==> src/rtl/qstack_pkg.sv <==
// Shared types and entry packing for the 8-queen position stack.
package qstack_pkg;

   localparam int DATA_W = 6;
   localparam int ROW_W  = 3;
   localparam int COL_W  = 3;

   typedef enum logic [1:0] {
      ST_IDLE      = 2'd0,
      ST_WRITE     = 2'd1,
      ST_READ      = 2'd2,
      ST_READ_WAIT = 2'd3
   } qstack_state_t;

   function automatic logic [DATA_W-1:0] pack_entry(input logic [ROW_W-1:0] row,
                                                    input logic [COL_W-1:0] col);
      return {row, col};
   endfunction

endpackage

==> src/rtl/queen_stack_ctrl_stack_pointer.sv <==
// Saturating up/down stack pointer; count is the next free slot.
module stack_pointer #(
   parameter int ADDR_W = 3,
   parameter int DEPTH  = 8
) (
   input  logic              clk,
   input  logic              clear,
   input  logic              inc,
   input  logic              dec,
   output logic [ADDR_W:0]   count,
   output logic              empty,
   output logic              full
);

   localparam logic [ADDR_W:0] ONE = (ADDR_W+1)'(1);
   localparam logic [ADDR_W:0] MAX = (ADDR_W+1)'(DEPTH);

   assign empty = (count == '0);
   assign full  = (count == MAX);

   always_ff @(posedge clk) begin
      if (clear) begin
         count <= '0;
      end else if (inc && !full) begin
         count <= count + ONE;
      end else if (dec && !empty) begin
         count <= count - ONE;
      end
   end

endmodule

==> src/rtl/queen_stack_ctrl.sv <==
// Sequences push/pop pulses into single-port RAM accesses for the queen stack.
// Optional peek port enabled by defining QSTACK_PEEK_EN.
module queen_stack_ctrl #(
   parameter int DEPTH  = 8,
   parameter int ADDR_W = 3,
   parameter int DATA_W = qstack_pkg::DATA_W
) (
   input  logic              clk,
   input  logic              reset,
   input  logic              push,
   input  logic              pop,
`ifdef QSTACK_PEEK_EN
   input  logic              peek,
`endif
   input  logic [DATA_W-1:0] din,
   output logic [DATA_W-1:0] dout,
   output logic              stack_ready,
   output logic              underflow,
   output logic              overflow,
   output logic              empty,
   output logic              full,
   output logic [ADDR_W:0]   occupancy,
   output logic [ADDR_W-1:0] mem_addr,
   output logic              mem_we,
   output logic [DATA_W-1:0] mem_wdata,
   input  logic [DATA_W-1:0] mem_rdata
);

   import qstack_pkg::*;

   qstack_state_t     state, next_state;
   logic [DATA_W-1:0] wreg;
   logic [ADDR_W-1:0] top_addr;
   logic              start_write, start_read, ovf_req, udf_req, sp_inc, sp_dec;
`ifdef QSTACK_PEEK_EN
   logic              read_is_peek, peek_op;
`endif

   stack_pointer #(.ADDR_W(ADDR_W), .DEPTH(DEPTH)) u_sp (
      .clk   (clk),
      .clear (reset),
      .inc   (sp_inc),
      .dec   (sp_dec),
      .count (occupancy),
      .empty (empty),
      .full  (full)
   );

   assign top_addr    = occupancy[ADDR_W-1:0] - ADDR_W'(1);
   assign stack_ready = (state == ST_IDLE);
   assign mem_wdata   = wreg;

   always_ff @(posedge clk) begin
      if (reset) state <= ST_IDLE;
      else       state <= next_state;
   end

   always_comb begin
      next_state  = state;
      start_write = 1'b0;
      start_read  = 1'b0;
      ovf_req     = 1'b0;
      udf_req     = 1'b0;
      sp_inc      = 1'b0;
      sp_dec      = 1'b0;
`ifdef QSTACK_PEEK_EN
      read_is_peek = 1'b0;
`endif
      unique case (state)
         ST_IDLE: begin
            if (push) begin
               if (full) ovf_req = 1'b1;
               else begin
                  start_write = 1'b1;
                  next_state  = ST_WRITE;
               end
            end else if (pop) begin
               if (empty) udf_req = 1'b1;
               else begin
                  start_read = 1'b1;
                  next_state = ST_READ;
               end
`ifdef QSTACK_PEEK_EN
            end else if (peek) begin
               if (empty) udf_req = 1'b1;
               else begin
                  start_read   = 1'b1;
                  read_is_peek = 1'b1;
                  next_state   = ST_READ;
               end
`endif
            end
         end
         ST_WRITE: begin
            sp_inc     = 1'b1;
            next_state = ST_IDLE;
         end
         ST_READ: begin
`ifdef QSTACK_PEEK_EN
            sp_dec = !peek_op;
`else
            sp_dec = 1'b1;
`endif
            next_state = ST_READ_WAIT;
         end
         ST_READ_WAIT: next_state = ST_IDLE;
         default:      next_state = ST_IDLE;
      endcase
   end

   // RAM controls are registered on acceptance so they are stable for the whole access cycle.
   always_ff @(posedge clk) begin
      if (reset) begin
         wreg      <= '0;
         mem_addr  <= '0;
         mem_we    <= 1'b0;
         dout      <= '0;
         underflow <= 1'b0;
         overflow  <= 1'b0;
`ifdef QSTACK_PEEK_EN
         peek_op   <= 1'b0;
`endif
      end else begin
         mem_we    <= start_write;
         overflow  <= ovf_req;
         underflow <= udf_req;
         if (start_write) begin
            wreg     <= din;
            mem_addr <= occupancy[ADDR_W-1:0];
         end
         if (start_read) begin
            mem_addr <= top_addr;
`ifdef QSTACK_PEEK_EN
            peek_op  <= read_is_peek;
`endif
         end
         if (state == ST_READ_WAIT) dout <= mem_rdata;
      end
   end

endmodule

==> config.mk <==
export PLATFORM = sky130hd
export DESIGN_NAME = queen_stack_ctrl
export DESIGN_NICKNAME = d
export VERILOG_FILES = /design/src/rtl/qstack_pkg.sv /design/src/rtl/queen_stack_ctrl_stack_pointer.sv /design/src/rtl/queen_stack_ctrl.sv
export SDC_FILE = /design/constraint.sdc
export NUM_CORES = 1
export LEC_CHECK = 0
export ABC_AREA = 1
export BUFFER_PORTS_ARGS = -buffer_cell sky130_fd_sc_hd__buf_2
export CELL_PAD_IN_SITES_DETAIL_PLACEMENT = 1
export CELL_PAD_IN_SITES_GLOBAL_PLACEMENT = 1
export CORE_MARGIN = 3
export CORE_UTILIZATION = 33
export DETAILED_ROUTE_END_ITERATION = 10
export MAX_ROUTING_LAYER = met4
export PLACE_DENSITY_LB_ADDON = 0.1
export SLEW_MARGIN = 5
export SYNTH_ARGS = -nofsm -noshare
export SYNTH_HDL_FRONTEND = slang
export SYNTH_SLANG_ARGS = --single-unit
export TNS_END_PERCENT = 5
==> constraint.sdc <==
create_clock -name clk -period 2.2 [get_ports clk]
set_input_delay 0.33 -clock clk [delete_from_list [all_inputs] [get_ports clk]]
set_output_delay 0.33 -clock clk [all_outputs]
set_load 0.005 [all_outputs]
==> impl_results.md, run 1 <==
- Initial antenna violation count: 0
- Synth area leaders: dfxtp_1 43%, nor2_1 13%, nand2_1 7.6%
- Share of post-route cells with drive strength above 1: 32.5%
- Finish-stage setup viols: 0
- Switching share of power: a little over two fifths
- Ant diodes: 0
- FF-to-FF path depth: 11
- Leak: 0.737 nW
- Post-CTS Resized: 0
- Critical Path End Type: flip-flop
- Clock Path Buffers: 2
- RSZ-0062 raised after global routing: no
- Grt ovf: 0
- Critical path arrival: roughly 2200 ps
- FMAX: 0.510 GHz
- R2R Setup Slk: roughly 240 ps
- CP delay by family, top: simple AND/OR/NAND/NOR gates
- Routed wl met3: around 120 um
- Wire per inst: about 12 um
- Fin util: between 40% and 50%
- Flop pwr share: 38.3%
- Number of port buffers: 40
- Hold path depth: 3
- # DRC: 0
- Io pins: slightly above 40
- Max-cap viol count: 0
- Antenna Violating Nets Remaining: 0
- Worst R2R End: u_sp.count[3]
- Reg clk slew, reported paths: ~130 ps
- Kind of critical path: reg -> reg
- Pre-CTS WS: approximately 250 ps
- CTS buffer count: 3
- Critical Path, Cell by Cell: inv_1 -> ha_1 -> nand3_4 -> nand2_1 -> ha_1 -> nand2_1 -> nand2_1 -> nor2_1 -> nand2_1 -> a21oi_1 -> nor2_1
- Logic gate share of total power: between 40 and 50%
- Clock root buffer: clkbuf_4
- Syn avg cell area: 7.38 sq um
- Die H: approximately 64 um
- Synth Cell Area: between 1000 and 1500 sq um
- Internal power: approximately 0.9 mW
- Vias: ~1.1k
- Worst Tran Pin Value: ~500 ps
- Min-delay worst type: in -> reg
- Die area: just over 4000 sq um
- Largest net degree at the start of global routing: 19
- Clk Latency, worst-skew pair: slightly above 300 ps
- Core area: roughly 3200 sq um
- CP Launch Type: flip-flop
- DP HPWL: around 2.4 mm
- Starting Density: 35.8%
- Global-route wire length before repair: around 5 mm
- Max-slew violation count: 0
- Setup TNS: 0 ps
- Worst Clk Skew: ~3.6 ps
- Area Overhead vs Synth: 25.5%
- Hold EP: mem_wdata[2]
- Max stage delay on crit path: 360 ps
- Synth top area share: around 43%
- PD cells: around 1100 nW/um^2
- Critical path's slowest cell: ha_1
- Crit share post-route: 89.0%
- Clock power frac: between 10% and 20%
- DRT Pass-1 Iters: 4
- Flop and latch count out of synthesis: 24
- # clock sinks: 24
- Rel. slew slack: between 60% and 70%
- Final setup margin: roughly 240 ps
- Cts hold-fix bufs: 0
- Syn_nets: between 150 and 200
- CP Data Required Time: around 2400 ps
- Max VDD drop: between 0.4 and 0.5 mV
- Min Tclk post-route: approximately 2000 ps
- Sw power: between 0.6 and 0.7 mW
- Die X: approximately 64 um
- H-Tree Depth: 1
- Worst Min Path Start: din[2]
- Setup repair bufs after CTS: 0
- CTS tree: built
- Unique cell type count in the Yosys netlist: 21
- Gpl congestion: between 0.7 and 0.8
- Synth Warn #: 0
- Tot GR Track Use: between 15 and 20%
- Mapped Cells: between 150 and 200
- Met2 wire length: between 1 and 1.5 mm
- Buf/Inv on CP: 1
- Total Nets Final: 219
- Register area share after synthesis: about 43%
- M1 WL: around 1.3 mm
- Worst-path fanout max: 6
- Max Used Layer: met4
- Largest area contributor in the netlist: dfxtp_1
- Number of global-route vias before repair: 1159
- Rows: 20
- Status: finished clean
- Final hold viol count: 0
- R2r startpoint: u_sp.count[0]
- Vias/cell: about 4.6
- Final WL: around 2.9 mm
- Crit-path most repeated cell: nand2_1
- Detailed Route Iter0 Violations: 28
==> worst register-to-register path: cells and delay by family (launching register included) <==
kind            cells  cell delay, ps
simple gates        7             700
fa+ha+maj           2             630
flops               1             350
compound gates      1             130
buf+inv             1              60
==> per-stage QoR <==
| step | total power [mW] | instances | hold WS (ps) | instance area (sq um) |
|---|---|---|---|---|
| 3_5_place_dp | 1.36 | 238 | 469 | 1390 |
| 4_1_cts | 1.56 | 241 | 258 | 1420 |
| 5_1_grt | 1.68 | 241 | 251 | 1420 |
| 2_1_floorplan | 1.10 | 153 | 402 | 1130 |
| 6_report | 1.53 | 241 | 264 | 1420 |
| 3_3_place_gp | 1.33 | 238 | 457 | 1390 |
==> power groups by stage <==
stage | sequential [mW] | clock, mW | combinational [mW]
final | 0.586 | 0.191 | 0.754
after global routing | 0.600 | 0.224 | 0.857
after CTS | 0.588 | 0.203 | 0.767
after detailed placement | 0.599 | 0 | 0.764
after global placement | 0.595 | 0 | 0.734
after floorplan | 0.615 | 0 | 0.484
==> layer usage <==
metal,track usage [%],vias up
met3,2.60,2
met4,4.75,0
li1,-,569
met2,29.6,24
met5,-,-
met1,17.3,514
==> area by class of cell <==
| cell class | instances | area (sq um) |
|---|---|---|
| Multi-Input combinational cell | 110 | 576 |
| Timing Repair Buffer | 42 | 215 |
| Clock buffer | 3 | 22.5 |
| Inverter | 18 | 67.6 |
| Tap cell | 44 | 55.1 |
| Fill cell | 440 | 1740 |
| Sequential cell | 24 | 480 |
==> Yosys cell counts, drive strengths merged <==
library cell and instances:
dfxtp 24, fa 1, nand3 8, a21oi 7, nand4 1, xnor2 1
nor3 2, o21ai 14, clkbuf 1, inv 18, nor2 44, ha 3
nand2 29
==> logic make-up (layout without fill, tap and decap cells) <==
group | Yosys count | in the layout | share of synthesized area (%)
AND/OR/NAND/NOR | 84 | 84 | 35.5
flip-flops | 24 | 24 | 42.6
AO/OA/AOI/OAI | 21 | 21 | 9.65
buffers and inverters | 19 | 63 | 6.43
adder cells (fa/ha/maj) | 4 | 4 | 5.10
XOR/XNOR | 1 | 1 | 0.776
==> layout by cell type, fill, tap and decap left out <==
cell type	netlist	final
a21oi_1	6	6
a21oi_2	1	1
buf_2	0	40
buf_4	0	2
clkbuf_4	0	3
dfxtp_1	24	24
fa_1	1	1
ha_1	3	3
inv_1	14	14
inv_2	4	4
nand2_1	23	23
nand2_2	4	4
nand2_4	2	2
nand3_1	5	5
nand3_2	2	2
nand3_4	1	1
nand4_1	1	1
nor2_1	39	39
nor2_2	3	3
nor2_4	2	2
nor3_1	2	2
o21ai_0	14	14
xnor2_1	1	1
==> worst max path at each step <==
stage                  startpoint       endpoint  slack (ps)  depth (start not counted)
CTS                 u_sp.count[0]  u_sp.count[3]         230                         12
global route        u_sp.count[1]  u_sp.count[3]          30                         12
floorplan           u_sp.count[0]  u_sp.count[3]         280                         11
global placement    u_sp.count[0]  u_sp.count[3]         360                         11
detailed placement  u_sp.count[0]  u_sp.count[3]         250                         11
finish              u_sp.count[0]  u_sp.count[3]         240                         11
==> flip-flops by register name (all words and copies together) (netlist names) <==
name	cells
dout	6
mem_addr	3
mem_wdata	6
mem_we	1
overflow	1
state	2
u_sp.count	4
underflow	1
(Power assumes the default switching activity.)
==> run 2: changes to the inputs <==
--- a/config.mk
+++ b/config.mk
@@ -9,6 +9,7 @@
 export BUFFER_PORTS_ARGS = -buffer_cell sky130_fd_sc_hd__buf_2
 export CELL_PAD_IN_SITES_DETAIL_PLACEMENT = 1
 export CELL_PAD_IN_SITES_GLOBAL_PLACEMENT = 1
+export CORE_ASPECT_RATIO = 0.6
 export CORE_MARGIN = 3
 export CORE_UTILIZATION = 33
 export DETAILED_ROUTE_END_ITERATION = 10
==> impl_results.md, run 2 (synthesis results as in run 1) <==
- Crit-path most repeated cell: nand2_1
- Final WL: between 3 and 4 mm
- Worst-path fanout max: 6
- Cts hold-fix bufs: 0
- Commonest non-fill, non-tap cell in the layout: buf_2
- Final hold viol count: 0
- Kind of critical path: reg -> reg
- Status: finished clean
- CTS buffer count: 3
- Leak: about 0.74 nW
- Min Tclk post-route: approximately 2000 ps
- Worst Clk Skew: 3.98 ps
- Critical path arrival: between 2000 and 2500 ps
- Number of global-route vias before repair: between 1k and 1.5k
- Share of post-route cells with drive strength above 1: 33.2%
- RSZ-0062 raised after global routing: no
- Ant diodes: 0
- Max-cap viol count: 0
- Max stage delay on crit path: between 300 and 400 ps
- # clock sinks: 24
- Dpl cell area: ~1400 sq um
- Rel. slew slack: between 60% and 70%
- Grt ovf: 0
- Largest net degree at the start of global routing: 19
- Clock Path Buffers: 2
- CP Data Required Time: 2360 ps
- Reg clk slew, reported paths: roughly 80 ps
- DRT Pass-1 Iters: 4
- FMAX: roughly 0.5 GHz
- CP delay by family, top: simple AND/OR/NAND/NOR gates
- H-Tree Depth: 1
- Global-route wire length before repair: 5.22 mm
- Fillers: ~420
- Die H: a little over 50 um
- Critical path's slowest cell: dfxtp_4
- Gpl congestion: between 0.8 and 0.9
- Clk Latency, worst-skew pair: approximately 260 ps
- Core area: about 3000 sq um
- Critical Path End Type: flip-flop
- R2R Setup Slk: about 210 ps
- Rows: 15
- Wire per inst: approximately 13 um
- Vias: between 1k and 1.5k
- CP Launch Type: flip-flop
- Buf/Inv on CP: 1
- Max-slew violation count: 0
- Clock root buffer: clkbuf_8
- Worst Tran Pin Value: between 500 and 600 ps
- Initial antenna violation count: 0
- Antenna Violating Nets Remaining: 0
- Io pins: around 40
- Crit share post-route: about nine tenths
- Final non-filler cell area: between 1000 and 1500 sq um
- CTS tree: built
- Detailed Route Iter0 Violations: 52
- DP HPWL: between 2 and 3 mm
- Finish-stage setup viols: 0
- Number of port buffers: 40
- Most frequent cells in the layout: 40 x buf_2, 39 x nor2_1, 23 x dfxtp_1
- Total Nets Final: around 220
- Critical Path, Cell by Cell: inv_1 -> ha_1 -> nand3_4 -> nand2_2 -> ha_1 -> nand2_1 -> nand2_1 -> nor2_1 -> nand2_1 -> a21oi_1 -> nor2_1
- Starting Density: about 37%
- # DRC: 0
- Area Overhead vs Synth: 26.8%
- Final setup margin: roughly 210 ps
- Die X: ~81 um
- Pre-CTS WS: roughly 49 ps
- Tot GR Track Use: between 15 and 20%
- Min-delay worst type: in -> reg
- Die area: between 4000 and 5000 sq um
- Hold Slack: 314 ps
- PD cells: 1130 nW/um^2
- Vias/cell: approximately 4.7
- Max VDD drop: ~0.46 mV
- Setup TNS: 0 ps
-- run 2: changes by cell type in the layout (fill, tap and decap cells not counted) --
cell	previous run	this run
dfxtp_4	0	1
nand2_2	4	5
dfxtp_1	24	23
clkbuf_4	3	0
nand2_1	23	22
clkbuf_8	0	3
buf_4	2	1
-- run 2: area by class of cell --
cell class              instances  area, sq um  area share, %
inverters                      18         67.6           4.72
repair buffers                 41          208           14.5
well taps                      42         52.6           3.67
clock buffers                   3         41.3           2.88
flip-flops and latches         24          484           33.8
multi-input cells             110          578           40.4
-- run 2: worst reg2reg max path: cells and delay by family (launching register included) --
| kind | cells | cell delay, ps |
|---|---|---|
| adder cells (fa/ha/maj) | 2 | 590 |
| flip-flops | 1 | 390 |
| AO/OA/AOI/OAI | 1 | 130 |
| buffers and inverters | 1 | 50 |
| AND/OR/NAND/NOR | 7 | 720 |
-- run 2: report_power, final --
| part | leakage [nW] | switching (mW) | internal [mW] |
|---|---|---|---|
| Combinational | 0.521 | 0.458 | 0.297 |
| Sequential | 0.198 | 0.0751 | 0.529 |
| Clock | 0.0216 | 0.133 | 0.122 |
| Total | 0.740 | 0.667 | 0.948 |
-- run 2: repair_timing --
item / 4_1_cts / 5_1_grt
setup buffers: 0 / 0
setup endpoints to repair: 0 / 1
hold endpoints to repair: 0 / 0
gates resized for setup: 0 / 3
-- run 2: path summary, 6_finish.rpt --
check,startpoint,endpoint,cells past startpoint
hold / removal,mem_rdata[0],dout[0],3
hold reg to reg,dout[0],dout[0],2
setup / recovery,u_sp.count[1],u_sp.count[3],11
setup reg to reg,u_sp.count[1],u_sp.count[3],11
-- run 2: metrics by stage --
step	power, mW	utilization, %	instances
finish	1.62	46.8	238
global route	1.76	46.8	238
CTS	1.63	46.6	238
detailed placement	1.37	45.2	235
global placement	1.33	45.2	235
floorplan	1.10	-	153
-- run 2: per-layer routing --
metal  vias to the layer above  share of wire, %  global-route usage [%]
li1                        566                 -                       -
met3                         2               5.3                    4.40
met1                       526                49                    21.7
met2                        25                46                    26.5
met5                         -                 0                       -
met4                         0              0.45                    3.65
==> run 3: changes to the inputs <==
--- a/config.mk
+++ b/config.mk
@@ -11,11 +11,12 @@
 export CELL_PAD_IN_SITES_GLOBAL_PLACEMENT = 1
 export CORE_ASPECT_RATIO = 0.6
 export CORE_MARGIN = 3
-export CORE_UTILIZATION = 33
+export CORE_UTILIZATION = 35
+export CTS_BUF_LIST = sky130_fd_sc_hd__clkbuf_8
 export DETAILED_ROUTE_END_ITERATION = 10
 export MAX_ROUTING_LAYER = met4
 export PLACE_DENSITY_LB_ADDON = 0.1
-export SLEW_MARGIN = 5
+export RECOVER_POWER = 100
 export SYNTH_ARGS = -nofsm -noshare
 export SYNTH_HDL_FRONTEND = slang
 export SYNTH_SLANG_ARGS = --single-unit
==> impl_results.md, run 3 (synthesis results as in run 1) <==
- Status: finished clean
- CP Data Required Time: ~2400 ps
- Met2 wire length: 1.38 mm
- Die H: about 50 um
- Vias: 1099
- Number of port buffers: 40
- Clk Latency, worst-skew pair: about 270 ps
- CTS tree: built
- Worst-path fanout max: 6
- Most frequent cells in the layout: 40 x nor2_1, 32 x buf_2, 27 x nand2_1
- Setup TNS: 0 ps
- Critical Path End Type: flip-flop
- Setup crit start: u_sp.count[0]
- Starting Density: a little under two fifths
- Rel. slew slack: ~65%
- H-Tree Depth: 1
- Area Overhead vs Synth: 25.1%
- Clock root buffer: clkbuf_8
- Share of post-route cells with drive strength above 1: about 24%
- Clock Path Buffers: 2
- FMAX: 0.509 GHz
- Initial antenna violation count: 0
- Wire per inst: ~13 um
- Max VDD drop: roughly 0.43 mV
- Worst Tran Pin Value: slightly above 500 ps
- # clock sinks: 24
- Non-filler cells, final: 239
- Die area: 3960 sq um
- DP HPWL: around 2.5 mm
- Max-slew violation count: 0
- Max-cap viol count: 0
- Vias/cell: between 4 and 5
- Final WL: 3.13 mm
- Gpl congestion: 0.849
- M1 WL: about 1.6 mm
- # DRC: 0
- Largest net degree at the start of global routing: 19
- Worst Clk Skew: ~15 ps
- Io pins: between 40 and 50
- Placed insts: 235
- Min-delay worst type: in -> reg
- Commonest non-fill, non-tap cell in the layout: nor2_1
- Finish-stage setup viols: 0
- Routed wl met3: 141 um
- Reg clk slew, reported paths: around 100 ps
- CP Launch Type: flip-flop
- PD cells: ~1200 nW/um^2
- Total Nets Final: 218
- CTS buffer count: 3
- Global-route wire length before repair: just over 5 mm
- R2r startpoint: u_sp.count[0]
- Crit share post-route: roughly 90%
- Number of global-route vias before repair: between 1k and 1.5k
- Worst Min Path Start: din[0]
- Critical path arrival: 2130 ps
- Die X: 79.3 um
- Grt ovf: 0
- Ant diodes: 0
- Antenna Violating Nets Remaining: 0
- Tot GR Track Use: between 10% and 20%
- Core area: between 2000 and 3000 sq um
- Detailed Route Iter0 Violations: 27
- Kind of critical path: reg -> reg
- Final hold viol count: 0
- Max Used Layer: met4
- Min Tclk post-route: 1960 ps
- Leak: 0.711 nW
- Cts hold-fix bufs: 0
- RSZ-0062 raised after global routing: no
- DRT Pass-1 Iters: 4
- Rows: 15
==> run 3: cell types whose count changed in the layout (fill, tap and decap cells not counted), sizes merged <==
cell,change
buf,-9
clkbuf,+9
bufinv,+1
==> run 3: worst paths after layout <==
path,endpoint,slack (ps),cells after the start
setup / recovery,u_sp.count[3],240,11
hold reg to reg,mem_wdata[0],480,2
hold / removal,mem_wdata[0],300,3
setup reg to reg,u_sp.count[3],240,11
==> run 3: cell type report <==
cell class / count / area, sq um
multi-input combinational: 110 / 544
fill: 420 / 1550
clock buffer: 3 / 41.3
inverter: 18 / 67.6
tap: 42 / 52.6
sequential: 24 / 482
clock inverter: 1 / 30.0
timing repair buffer: 41 / 194
==> run 3: routing by layer <==
metal  track usage [%]  vias to the layer above
met2              28.2                       25
met4              3.43                        0
met3              4.56                        2
met1              22.3                      508
met5                 -                        -
li1                  -                      564
==> run 3: what timing repair did <==
item	CTS	global route
setup buffers	0	0
gates resized for setup	0	1
endpoints found under the setup margin	0	1
==> run 3: critical path, cell delays in order, from the launching register on <==
cell and delay (ps):
dfxtp_1 340, inv_1 90, ha_1 270, nand3_4 130, nand2_1 150, ha_1 360
nand2_1 110, nand2_1 60, nor2_1 100, nand2_1 70, a21oi_1 120, nor2_1 50
==> run 3: per-stage QoR <==
step | setup WS (ps) | util [%] | instance area (sq um) | power (mW) | hold slack (ps)
after floorplan | 282 | - | 1130 | 1.10 | 402
after global placement | 276 | 46.7 | 1380 | 1.33 | 458
after detailed placement | 151 | 46.7 | 1380 | 1.36 | 466
after CTS | 104 | 49.1 | 1460 | 1.76 | 300
after global routing | 63.4 | 47.6 | 1410 | 1.84 | 308
final | 237 | 47.6 | 1410 | 1.70 | 302
==> run 3: power breakdown <==
| part | switching, mW | internal, mW |
|---|---|---|
| logic | 0.441 | 0.269 |
| clock network | 0.148 | 0.243 |
| registers | 0.0682 | 0.527 |
| total | 0.656 | 1.04 |
